==> config.mk <==
export PLATFORM = sky130hd
export DESIGN_NAME = min_os_tx_scheduler
export DESIGN_NICKNAME = d
export VERILOG_FILES = /design/src/rtl/min_os_tx_scheduler.sv
export SDC_FILE = /design/constraint.sdc
export NUM_CORES = 1
export LEC_CHECK = 0
export ABC_AREA = 1
export CAP_MARGIN = 20
export CORE_AREA = 2 2 218 220
export DETAILED_ROUTE_END_ITERATION = 16
export DIE_AREA = 0 0 220 222
export GPL_TIMING_DRIVEN = 0
export SLEW_MARGIN = 20
export SYNTH_ARGS = -nofsm -noshare
export SYNTH_HDL_FRONTEND = slang
export SYNTH_SLANG_ARGS = --single-unit
export TNS_END_PERCENT = 20
==> constraint.sdc <==
create_clock -name CLK -period 2.25 [get_ports CLK]
set_input_delay 0.45 -clock CLK [delete_from_list [all_inputs] [get_ports CLK]]
set_output_delay 0.45 -clock CLK [all_outputs]
set_load 0.05 [all_outputs]
==> src/rtl/min_os_tx_scheduler.sv <==
// Round-robin transmit scheduler: arbitrates CHANNEL_COUNT producers onto one typed
// TX chunker handshake, acknowledges the granted channel and recovers from stalls.
module min_os_tx_scheduler #(
  parameter int CHANNEL_COUNT       = 4,
  parameter int MAX_CHUNK_BYTE_SIZE = 8,
  parameter int CHUNK_INDEX_SIZE    = 32,
  parameter int TIMEOUT_CYCLES      = 1000000
) (
  input  logic                                            CLK,
  input  logic                                            reset,
  input  logic [CHANNEL_COUNT-1:0]                        channel_enable,
  input  logic [CHANNEL_COUNT-1:0]                        channel_should_update,
  input  logic [8*CHANNEL_COUNT-1:0]                      channel_chunk_type,
  input  logic [8*MAX_CHUNK_BYTE_SIZE*CHANNEL_COUNT-1:0]  channel_chunk_bytes,
  input  logic [CHUNK_INDEX_SIZE*CHANNEL_COUNT-1:0]       channel_chunk_byte_size,
  output logic [CHANNEL_COUNT-1:0]                        channel_reset,
  output logic                                            tx_is_chunk_ready,
  output logic [7:0]                                      tx_chunk_type,
  output logic [8*MAX_CHUNK_BYTE_SIZE-1:0]                tx_chunk_bytes,
  output logic [CHUNK_INDEX_SIZE-1:0]                     tx_chunk_byte_size,
  input  logic                                            tx_is_chunker_done,
  output logic                                            busy,
  output logic [7:0]                                      active_channel,
  output logic [15:0]                                     timeout_count
);

  localparam int BYTES_W = 8 * MAX_CHUNK_BYTE_SIZE;
  localparam int CNT_W   = (TIMEOUT_CYCLES > 1) ? $clog2(TIMEOUT_CYCLES + 1) : 1;
  localparam logic [CNT_W-1:0] TIMEOUT_LAST =
    CNT_W'((TIMEOUT_CYCLES > 0) ? TIMEOUT_CYCLES - 1 : 0);
  localparam logic [CHUNK_INDEX_SIZE-1:0] MAX_SIZE = CHUNK_INDEX_SIZE'(MAX_CHUNK_BYTE_SIZE);

  typedef enum logic [2:0] {
    S_IDLE  = 3'd0,
    S_START = 3'd1,
    S_STOP  = 3'd2,
    S_WAIT  = 3'd3,
    S_NEXT  = 3'd4
  } state_t;

  function automatic logic [7:0] wrap_index(input logic [7:0] base, input int offset);
    int sum;
    sum = int'(base) + offset;
    if (sum >= CHANNEL_COUNT) sum = sum - CHANNEL_COUNT;
    return 8'(sum);
  endfunction

  function automatic logic [CHUNK_INDEX_SIZE-1:0] clamp_size(
    input logic [CHUNK_INDEX_SIZE-1:0] sz
  );
    return (sz > MAX_SIZE) ? MAX_SIZE : sz;
  endfunction

  function automatic logic [15:0] sat_inc16(input logic [15:0] v);
    return (v == 16'hFFFF) ? v : v + 16'd1;
  endfunction

  state_t                       state_q;
  logic [7:0]                   grant_q;
  logic [7:0]                   ptr_q;
  logic [7:0]                   active_q;
  logic [CNT_W-1:0]             wait_cnt_q;
  logic [CHANNEL_COUNT-1:0]     chan_reset_q;
  logic                         tx_ready_q;
  logic [7:0]                   tx_type_q;
  logic [BYTES_W-1:0]           tx_bytes_q;
  logic [CHUNK_INDEX_SIZE-1:0]  tx_size_q;
  logic                         busy_q;
  logic [15:0]                  timeout_cnt_q;

  logic [CHANNEL_COUNT-1:0]     eligible;
  logic [2*CHANNEL_COUNT-1:0]   elig_dbl;
  logic [CHANNEL_COUNT-1:0]     elig_rot;
  logic                         grant_valid_d;
  logic [7:0]                   grant_d;
  logic [7:0]                   sel_type;
  logic [BYTES_W-1:0]           sel_bytes;
  logic [CHUNK_INDEX_SIZE-1:0]  sel_size;
  logic [CHANNEL_COUNT-1:0]     grant_onehot;

  assign eligible = channel_should_update & channel_enable;

  // Rotating the doubled mask by the pointer puts the search start at bit 0;
  // the descending loop leaves the lowest rotated offset as the winner.
  always_comb begin
    elig_dbl      = {eligible, eligible} >> ptr_q;
    elig_rot      = elig_dbl[CHANNEL_COUNT-1:0];
    grant_valid_d = 1'b0;
    grant_d       = '0;
    for (int k = CHANNEL_COUNT - 1; k >= 0; k--) begin
      if (elig_rot[k]) begin
        grant_valid_d = 1'b1;
        grant_d       = wrap_index(ptr_q, k);
      end
    end
  end

  always_comb begin
    sel_type     = channel_chunk_type[int'(grant_q) * 8 +: 8];
    sel_bytes    = channel_chunk_bytes[int'(grant_q) * BYTES_W +: BYTES_W];
    sel_size     = clamp_size(channel_chunk_byte_size[int'(grant_q) * CHUNK_INDEX_SIZE +: CHUNK_INDEX_SIZE]);
    grant_onehot = CHANNEL_COUNT'(1) << grant_q;
  end

  always_ff @(posedge CLK) begin
    if (reset) begin
      state_q       <= S_IDLE;
      grant_q       <= '0;
      ptr_q         <= '0;
      active_q      <= '0;
      wait_cnt_q    <= '0;
      chan_reset_q  <= '0;
      tx_ready_q    <= 1'b0;
      tx_type_q     <= '0;
      tx_bytes_q    <= '0;
      tx_size_q     <= '0;
      busy_q        <= 1'b0;
      timeout_cnt_q <= '0;
    end else begin
      case (state_q)
        S_IDLE: begin
          if (grant_valid_d) begin
            grant_q  <= grant_d;
            active_q <= grant_d;
            busy_q   <= 1'b1;
            state_q  <= S_START;
          end
        end
        // Payload is captured once here so later request changes cannot disturb it.
        S_START: begin
          tx_type_q    <= sel_type;
          tx_bytes_q   <= sel_bytes;
          chan_reset_q <= grant_onehot;
          if (sel_size == '0) begin
            state_q <= S_NEXT;
          end else begin
            tx_ready_q <= 1'b1;
            tx_size_q  <= sel_size;
            state_q    <= S_STOP;
          end
        end
        S_STOP: begin
          tx_ready_q   <= 1'b0;
          tx_size_q    <= '0;
          chan_reset_q <= '0;
          wait_cnt_q   <= '0;
          state_q      <= S_WAIT;
        end
        // A done seen on the timeout cycle wins and is not counted as a timeout.
        S_WAIT: begin
          if (tx_is_chunker_done) begin
            state_q <= S_NEXT;
          end else if ((TIMEOUT_CYCLES != 0) && (wait_cnt_q == TIMEOUT_LAST)) begin
            timeout_cnt_q <= sat_inc16(timeout_cnt_q);
            state_q       <= S_NEXT;
          end else begin
            wait_cnt_q <= wait_cnt_q + CNT_W'(1);
          end
        end
        S_NEXT: begin
          chan_reset_q <= '0;
          ptr_q        <= wrap_index(grant_q, 1);
          busy_q       <= 1'b0;
          state_q      <= S_IDLE;
        end
        default: begin
          state_q <= S_IDLE;
        end
      endcase
    end
  end

  assign channel_reset      = chan_reset_q;
  assign tx_is_chunk_ready  = tx_ready_q;
  assign tx_chunk_type      = tx_type_q;
  assign tx_chunk_bytes     = tx_bytes_q;
  assign tx_chunk_byte_size = tx_size_q;
  assign busy               = busy_q;
  assign active_channel     = active_q;
  assign timeout_count      = timeout_cnt_q;

endmodule

==> results of run 1 <==
[routing by layer]
layer  GRT usage, %  vias to the layer above
met5              0                        -
met4          7.318                        6
met3          5.761                       89
met2          44.60                      584
met1          29.55                     7058
li1               -                     7378
[flip-flops by register name, indices dropped and copies added, names as in the netlist]
register,count
wait_cnt_q,20
tx_chunk_byte_size,32
state_q,3
tx_chunk_type,8
timeout_count,16
busy,1
ptr_q,8
active_channel,8
tx_is_chunk_ready,1
channel_reset,4
tx_chunk_bytes,64
[critical path: stages, from the launching register on]
cell      delay, ns
dfxtp_4        0.38
buf_12         0.15
inv_8          0.06
buf_8          0.13
or2_0          0.19
nand2_1        0.06
nand2_1        0.06
o21ai_2        0.15
nand2_1        0.10
clkinv_1       0.05
nand3_1        0.06
nor2_1         0.10
nand2_1        0.10
nor2_2         0.16
nand2_4        0.10
nand2_8        0.11
nand2_8        0.07
buf_12         0.15
o21ai_2        0.10
inv_1          0.04
[Yosys cell counts (5+ instances only)]
| library cell | number | share of area [%] |
|---|---|---|
| buf_6 | 5 | 0.50 |
| inv_1 | 111 | 3.7 |
| nand3b_1 | 7 | 0.47 |
| nor3_1 | 44 | 2.0 |
| nor3b_2 | 19 | 2.1 |
| a31oi_1 | 5 | 0.28 |
| nor2_1 | 319 | 11 |
| clkbuf_1 | 83 | 2.8 |
| inv_2 | 7 | 0.23 |
| nand3_1 | 74 | 3.3 |
| xnor2_1 | 6 | 0.47 |
| o21ai_1 | 14 | 0.62 |
| ha_1 | 21 | 2.3 |
| buf_2 | 20 | 0.89 |
| a21oi_1 | 137 | 6.1 |
| o21ai_0 | 206 | 9.1 |
| o22ai_1 | 73 | 4.0 |
| nand2_1 | 391 | 13 |
| xor2_1 | 33 | 2.6 |
| nor4_1 | 8 | 0.44 |
| dfxtp_1 | 165 | 29 |
| and3_1 | 9 | 0.50 |
| nand4_1 | 25 | 1.4 |
| or2_0 | 9 | 0.50 |
[where the power goes]
part           internal (mW)  switching (mW)
clock network           1.69            1.41
registers               3.28           0.298
logic                   3.41            5.95
[final timing paths]
path                                    from                               to  slack [ns]  cells after the start
min          tx_chunk_bytes[37]$_SDFFE_PP0P_  tx_chunk_bytes[37]$_SDFFE_PP0P_        0.47                      2
max reg2reg   active_channel[0]$_SDFFE_PP0P_          state_q[1]$_SDFFE_PP0P_       -0.19                     19
min reg2reg  tx_chunk_bytes[37]$_SDFFE_PP0P_  tx_chunk_bytes[37]$_SDFFE_PP0P_        0.47                      2
max           active_channel[0]$_SDFFE_PP0P_          state_q[1]$_SDFFE_PP0P_       -0.19                     19
[timing repair]
item / in CTS / in global routing
setup endpoints to repair: 154 / 145
gates cloned: 0 / 2
buffers inserted: 14 / 36
gates resized for setup: 143 / 176
pin swaps: 10 / 55
[cell families after synthesis]
group	synth area share, %
buffers and inverters	8.605
AND/OR/NAND/NOR	35.65
flip-flops	29.27
XOR/XNOR	3.027
adder cells (fa/ha/maj)	2.329
AO/OA/AOI/OAI	21.11
[cell type report]
type | count | area share (%)
antenna | 2 | 0.02560
clock inverter | 15 | 0.9665
clock buffer | 17 | 2.176
tap | 607 | 3.885
inverter | 123 | 2.509
multi-input combinational | 1435 | 38.58
buffer | 113 | 3.937
timing repair buffer | 611 | 30.84
sequential | 165 | 17.08
==> flow_metrics.env, run 1 <==
export IMPL_status="finished, violations left"
export IMPL_violations="negative setup slack"
export IMPL_placed_area_um2=17650
export IMPL_grt_overflow=0
export IMPL_vias_per_cell=4.895
export IMPL_period_needed_ns=2.443
export IMPL_max_cap_violations=0
export IMPL_drc_errors=0
export IMPL_required_ns=2.59
export IMPL_regArea_um2=3339
export IMPL_track_usage_pct=25.02
export IMPL_top_layer="met5"
export IMPL_p_per_area_nw_per_um2=820.3
export IMPL_insertion_delay_ns=0.45
export IMPL_via_count=15120
export IMPL_nets=2914
export IMPL_min_period_over_period_pct=108.6
export IMPL_coreArea_um2=46260
export IMPL_fp_dieW_um=220
export IMPL_wl_met3_um=4468
export IMPL_p_leak_nw=7.628
export IMPL_postCtsHoldBufs=0
export IMPL_ant_nets=0
export IMPL_port_buffers=559
export IMPL_synth_seq_cells=165
export IMPL_ys_warn_count=0
export IMPL_ioPinCount=561
export IMPL_min_path_type="register to register"
export IMPL_grt_pass1_vias=14600
export IMPL_clk_pin_slew_worst_paths_ns=0.07
export IMPL_worst_slew_pin_slew_ns=0.8819
export IMPL_cts_root_buf="clkbuf_16"
export IMPL_syn_cell_area_um2=11280
export IMPL_dp_cells=3004
export IMPL_finalMaxSlewViolations=0
export IMPL_drt_total_wl_um=64150
export IMPL_synth_ff_type="dfxtp_1"
export IMPL_final_common_cell="clkdlybuf4s50_1"
export IMPL_wl_per_cell_um=20.77
export IMPL_criticalPathCategory="register to register"
export IMPL_antenna_found_initial=6
export IMPL_cts_max_level=4
export IMPL_end_kind="register"
export IMPL_routabilityCongestion=0.9939
export IMPL_ys_seq_area_share_pct=29.27
export IMPL_syn_nets=2286
export IMPL_utilization_pct=42.26
export IMPL_final_cells=3088
export IMPL_drt_initial_drc_count=1005
export IMPL_skew_ns=0.01154
export IMPL_synthCells=1838
export IMPL_cp_start_kind="register"
export IMPL_multi_input_area_um2=7541
export IMPL_postSynthAreaPerCell_um2=6.139
export IMPL_async_flop_share_pct=0
export IMPL_wl_met1_um=26050
export IMPL_crit_arrival_ns=2.78
export IMPL_hold_slack_ns=0.4654
export IMPL_cts_buffers=17
export IMPL_fin_setup_tns_ns=-5.339
export IMPL_slew_headroom_pct=41.21
export IMPL_fmax_mhz=409.3
export IMPL_irDropWorstVdd_v=0.0003859
export IMPL_synth_cell_types=45
export IMPL_post_dp_hpwl_um=52540
export IMPL_first_pass_iters=5
export IMPL_hold_violations=0
export IMPL_drive_above_1_share_pct=12.83
export IMPL_fin_ws_ns=-0.1930
export IMPL_power_total_mw=16.03
export IMPL_setup_viol=41
export IMPL_cts_sinks=165
export IMPL_cp_max_fo=8
export IMPL_wl_met2_um=32000
export IMPL_final_cell_area_um2=19550
export IMPL_start_util_pct=24.39
export IMPL_fillerInstances=4862
export IMPL_dieArea_um2=48840
export IMPL_rsz0062_at_grt="yes"
export IMPL_area_growth_pct=73.24
export IMPL_grt_pass1_wl_um=91090
export IMPL_die_height_um=222
export IMPL_dp_slack_ns=-1.314
export IMPL_synth_edf_count=0
export IMPL_cts_tree="done"
export IMPL_rows=79
export IMPL_grt_max_degree=18
export IMPL_layout_common_cells="clkdlybuf4s50_1 (547), nand2_1 (370), nor2_1 (291), o21ai_0 (181), dfxtp_1 (152)"
export IMPL_cts_buffer_depth=2
(Power assumes the default switching activity.)
==> run 2, diff against run 1 <==
--- a/config.mk
+++ b/config.mk
@@ -7,9 +7,10 @@
 export LEC_CHECK = 0
 export ABC_AREA = 1
 export CAP_MARGIN = 20
-export CORE_AREA = 2 2 218 220
+export CORE_AREA = 2 2 220 222
 export DETAILED_ROUTE_END_ITERATION = 16
-export DIE_AREA = 0 0 220 222
+export DIE_AREA = 0 0 222 224
+export DONT_BUFFER_PORTS = 1
 export GPL_TIMING_DRIVEN = 0
 export SLEW_MARGIN = 20
 export SYNTH_ARGS = -nofsm -noshare
==> flow_metrics.env, run 2 (synthesis results as in run 1) <==
export IMPL_cp_start_kind="register"
export IMPL_hold_violations=0
export IMPL_pwr_share_seq_pct=34.0
export IMPL_postCtsHoldBufs=0
export IMPL_rsz0062_at_grt="yes"
export IMPL_first_pass_iters=6
export IMPL_cts_tree="done"
export IMPL_largest_reg_flops=64
export IMPL_p_leak_nw=5.288
export IMPL_setup_viol=64
export IMPL_fillerInstances=5356
export IMPL_cp_max_fo=10
export IMPL_finalMaxSlewViolations=0
export IMPL_criticalPathCategory="register to register"
export IMPL_wl_per_cell_um=23.39
export IMPL_crit_path_frequent_cell="nand2_1"
export IMPL_vias_per_cell=5.308
export IMPL_clkPwrFrac_pct=20.4
export IMPL_net_switching_power_mw=7.622
export IMPL_period_needed_ns=2.653
export IMPL_cp_slowest_stage_delay_ns=0.44
export IMPL_crit_arrival_ns=3.02
export IMPL_cp_slowest_cell="dfxtp_4"
export IMPL_nets=2328
export IMPL_drt_initial_drc_count=1005
export IMPL_p_int_mw=7.016
export IMPL_regArea_um2=3358
export IMPL_placed_area_um2=12070
export IMPL_fp_dieW_um=222
export IMPL_layout_common_cells="nand2_1 (376), nor2_1 (299), o21ai_0 (188), dfxtp_1 (141), a21oi_1 (133)"
export IMPL_grt_overflow=0
export IMPL_post_dp_hpwl_um=48270
export IMPL_status="finished, violations left"
export IMPL_drive_above_1_share_pct=15.11
export IMPL_p_comb_share_pct=45.6
export IMPL_ant_nets=0
export IMPL_min_path_type="primary input to register"
export IMPL_die_height_um=224
export IMPL_final_cell_area_um2=13660
export IMPL_grt_pass1_vias=12820
export IMPL_grt_max_degree=19
export IMPL_track_usage_pct=22.71
export IMPL_skew_ns=0.01429
export IMPL_slew_headroom_pct=33.95
export IMPL_dieArea_um2=49730
export IMPL_rows=80
export IMPL_cts_buffer_depth=2
export IMPL_clk_pin_slew_worst_paths_ns=0.08
export IMPL_worst_slew_pin_slew_ns=0.9908
export IMPL_antenna_found_initial=16
export IMPL_port_buffers=0
export IMPL_p_per_area_nw_per_um2=1071
export IMPL_final_cells=2522
export IMPL_irDropWorstVdd_v=0.0005426
export IMPL_drc_errors=0
export IMPL_multi_input_area_um2=7423
export IMPL_netSwitchingFraction_pct=52.07
export IMPL_dp_cells=2454
export IMPL_coreArea_um2=47350
export IMPL_violations="negative setup slack"
export IMPL_utilization_pct=28.86
export IMPL_cts_sinks=165
export IMPL_min_period_over_period_pct=117.9
export IMPL_insertion_delay_ns=0.48
export IMPL_start_util_pct=23.83
export IMPL_final_common_cell="nand2_1"
export IMPL_area_growth_pct=21.10
export IMPL_fin_ws_ns=-0.4029
export IMPL_drt_total_wl_um=59000
export IMPL_grt_pass1_wl_um=83350
export IMPL_end_kind="register"
export IMPL_ioPinCount=561
export IMPL_fin_setup_tns_ns=-15.19
export IMPL_cts_buffers=17
export IMPL_required_ns=2.62
export IMPL_cts_root_buf="clkbuf_16"
export IMPL_fmax_mhz=376.9
export IMPL_max_cap_violations=0
export IMPL_routabilityCongestion=1.001
export IMPL_cts_max_level=4
export IMPL_path_cells="clkbuf_16, buf_4, nor2_1, nor2_1, nand2_1, o21ai_0, nand2_1, nand2_1, nor2_2, nand2_1, nor2_2, nand2_2, nor2_2, nand2_2, nand2_4, nand2_8, buf_12, o21ai_1, inv_1"
export IMPL_via_count=13390
## run 2: cell types whose count changed in the layout (fill, tap and decap cells not counted), moves of 8 or more
cell and delta:
buf_4 -25, clkbuf_1 -11, clkdlybuf4s50_1 -547, dfxtp_1 -11, dfxtp_2 +9, diode_2 +12, dlygate4sd2_1 -9, nor2_1 +8
o21ai_1 -8
## run 2: critical path: cells and delay by family, from the launching register on
family | cells | cell delay, ns
and+or+nand+nor | 13 | 1.28
AOI/OAI and AO/OA | 2 | 0.25
DFF | 1 | 0.44
buffers and inverters | 4 | 0.57
## run 2: what timing repair did
| item | in CTS | in global routing |
|---|---|---|
| setup buffers | 3 | 18 |
| resized for setup | 145 | 134 |
| pin swaps | 5 | 29 |
| cloned | 0 | 3 |
| endpoints found under the setup margin | 156 | 156 |
## run 2: area by class of cell
cell class | instances | share of cell area (%)
Antenna cell | 14 | 0.2564
Multi-Input combinational cell | 1435 | 54.33
Buffer | 113 | 5.695
Tap cell | 615 | 5.631
Inverter | 123 | 3.544
Clock buffer | 18 | 3.214
Timing Repair Buffer | 25 | 1.630
Clock inverter | 14 | 1.126
Sequential cell | 165 | 24.58
## run 2: per-layer routing
metal / vias to the layer above / wire, um / GRT usage (%)
li1: 6234 / - / -
met1: 6288 / 22500 / 25.52
met2: 725 / 28610 / 38.69
met3: 135 / 4776 / 6.716
met4: 4 / 3087 / 12.45
met5: - / 29 / 0
## run 2: power groups by stage
stage,combinational (mW),sequential (mW),clock (mW)
after global routing,7.25,5.01,3.17
after global placement,5.74,5.03,0
after detailed placement,5.78,5.04,0
after CTS,6.24,4.98,3.06
after floorplan,3.83,4.71,0
final,6.67,4.98,2.98
## run 2: final timing paths
| check | startpoint | end | slack (ns) | cells after the start |
|---|---|---|---|---|
| setup reg to reg | active_channel[0]$_SDFFE_PP0P_ | state_q[1]$_SDFFE_PP0P_ | -0.40 | 19 |
| setup / recovery | active_channel[0]$_SDFFE_PP0P_ | state_q[1]$_SDFFE_PP0P_ | -0.40 | 19 |
| hold / removal | tx_is_chunker_done | wait_cnt_q[0]$_SDFFE_PP0P_ | 0.24 | 3 |
| hold reg to reg | wait_cnt_q[15]$_SDFFE_PP0P_ | wait_cnt_q[15]$_SDFFE_PP0P_ | 0.52 | 2 |
## run 2: per-stage QoR
step / setup slack (ns) / total power, mW / hold WS [ns]
after global placement: -1.399 / 10.77 / 0.4760
after detailed placement: -1.429 / 10.82 / 0.4942
after CTS: -0.4048 / 14.27 / 0.2111
after floorplan: 0.005486 / 8.539 / 0.4577
final: -0.4029 / 14.64 / 0.2430
after global routing: -0.5541 / 15.43 / 0.2330
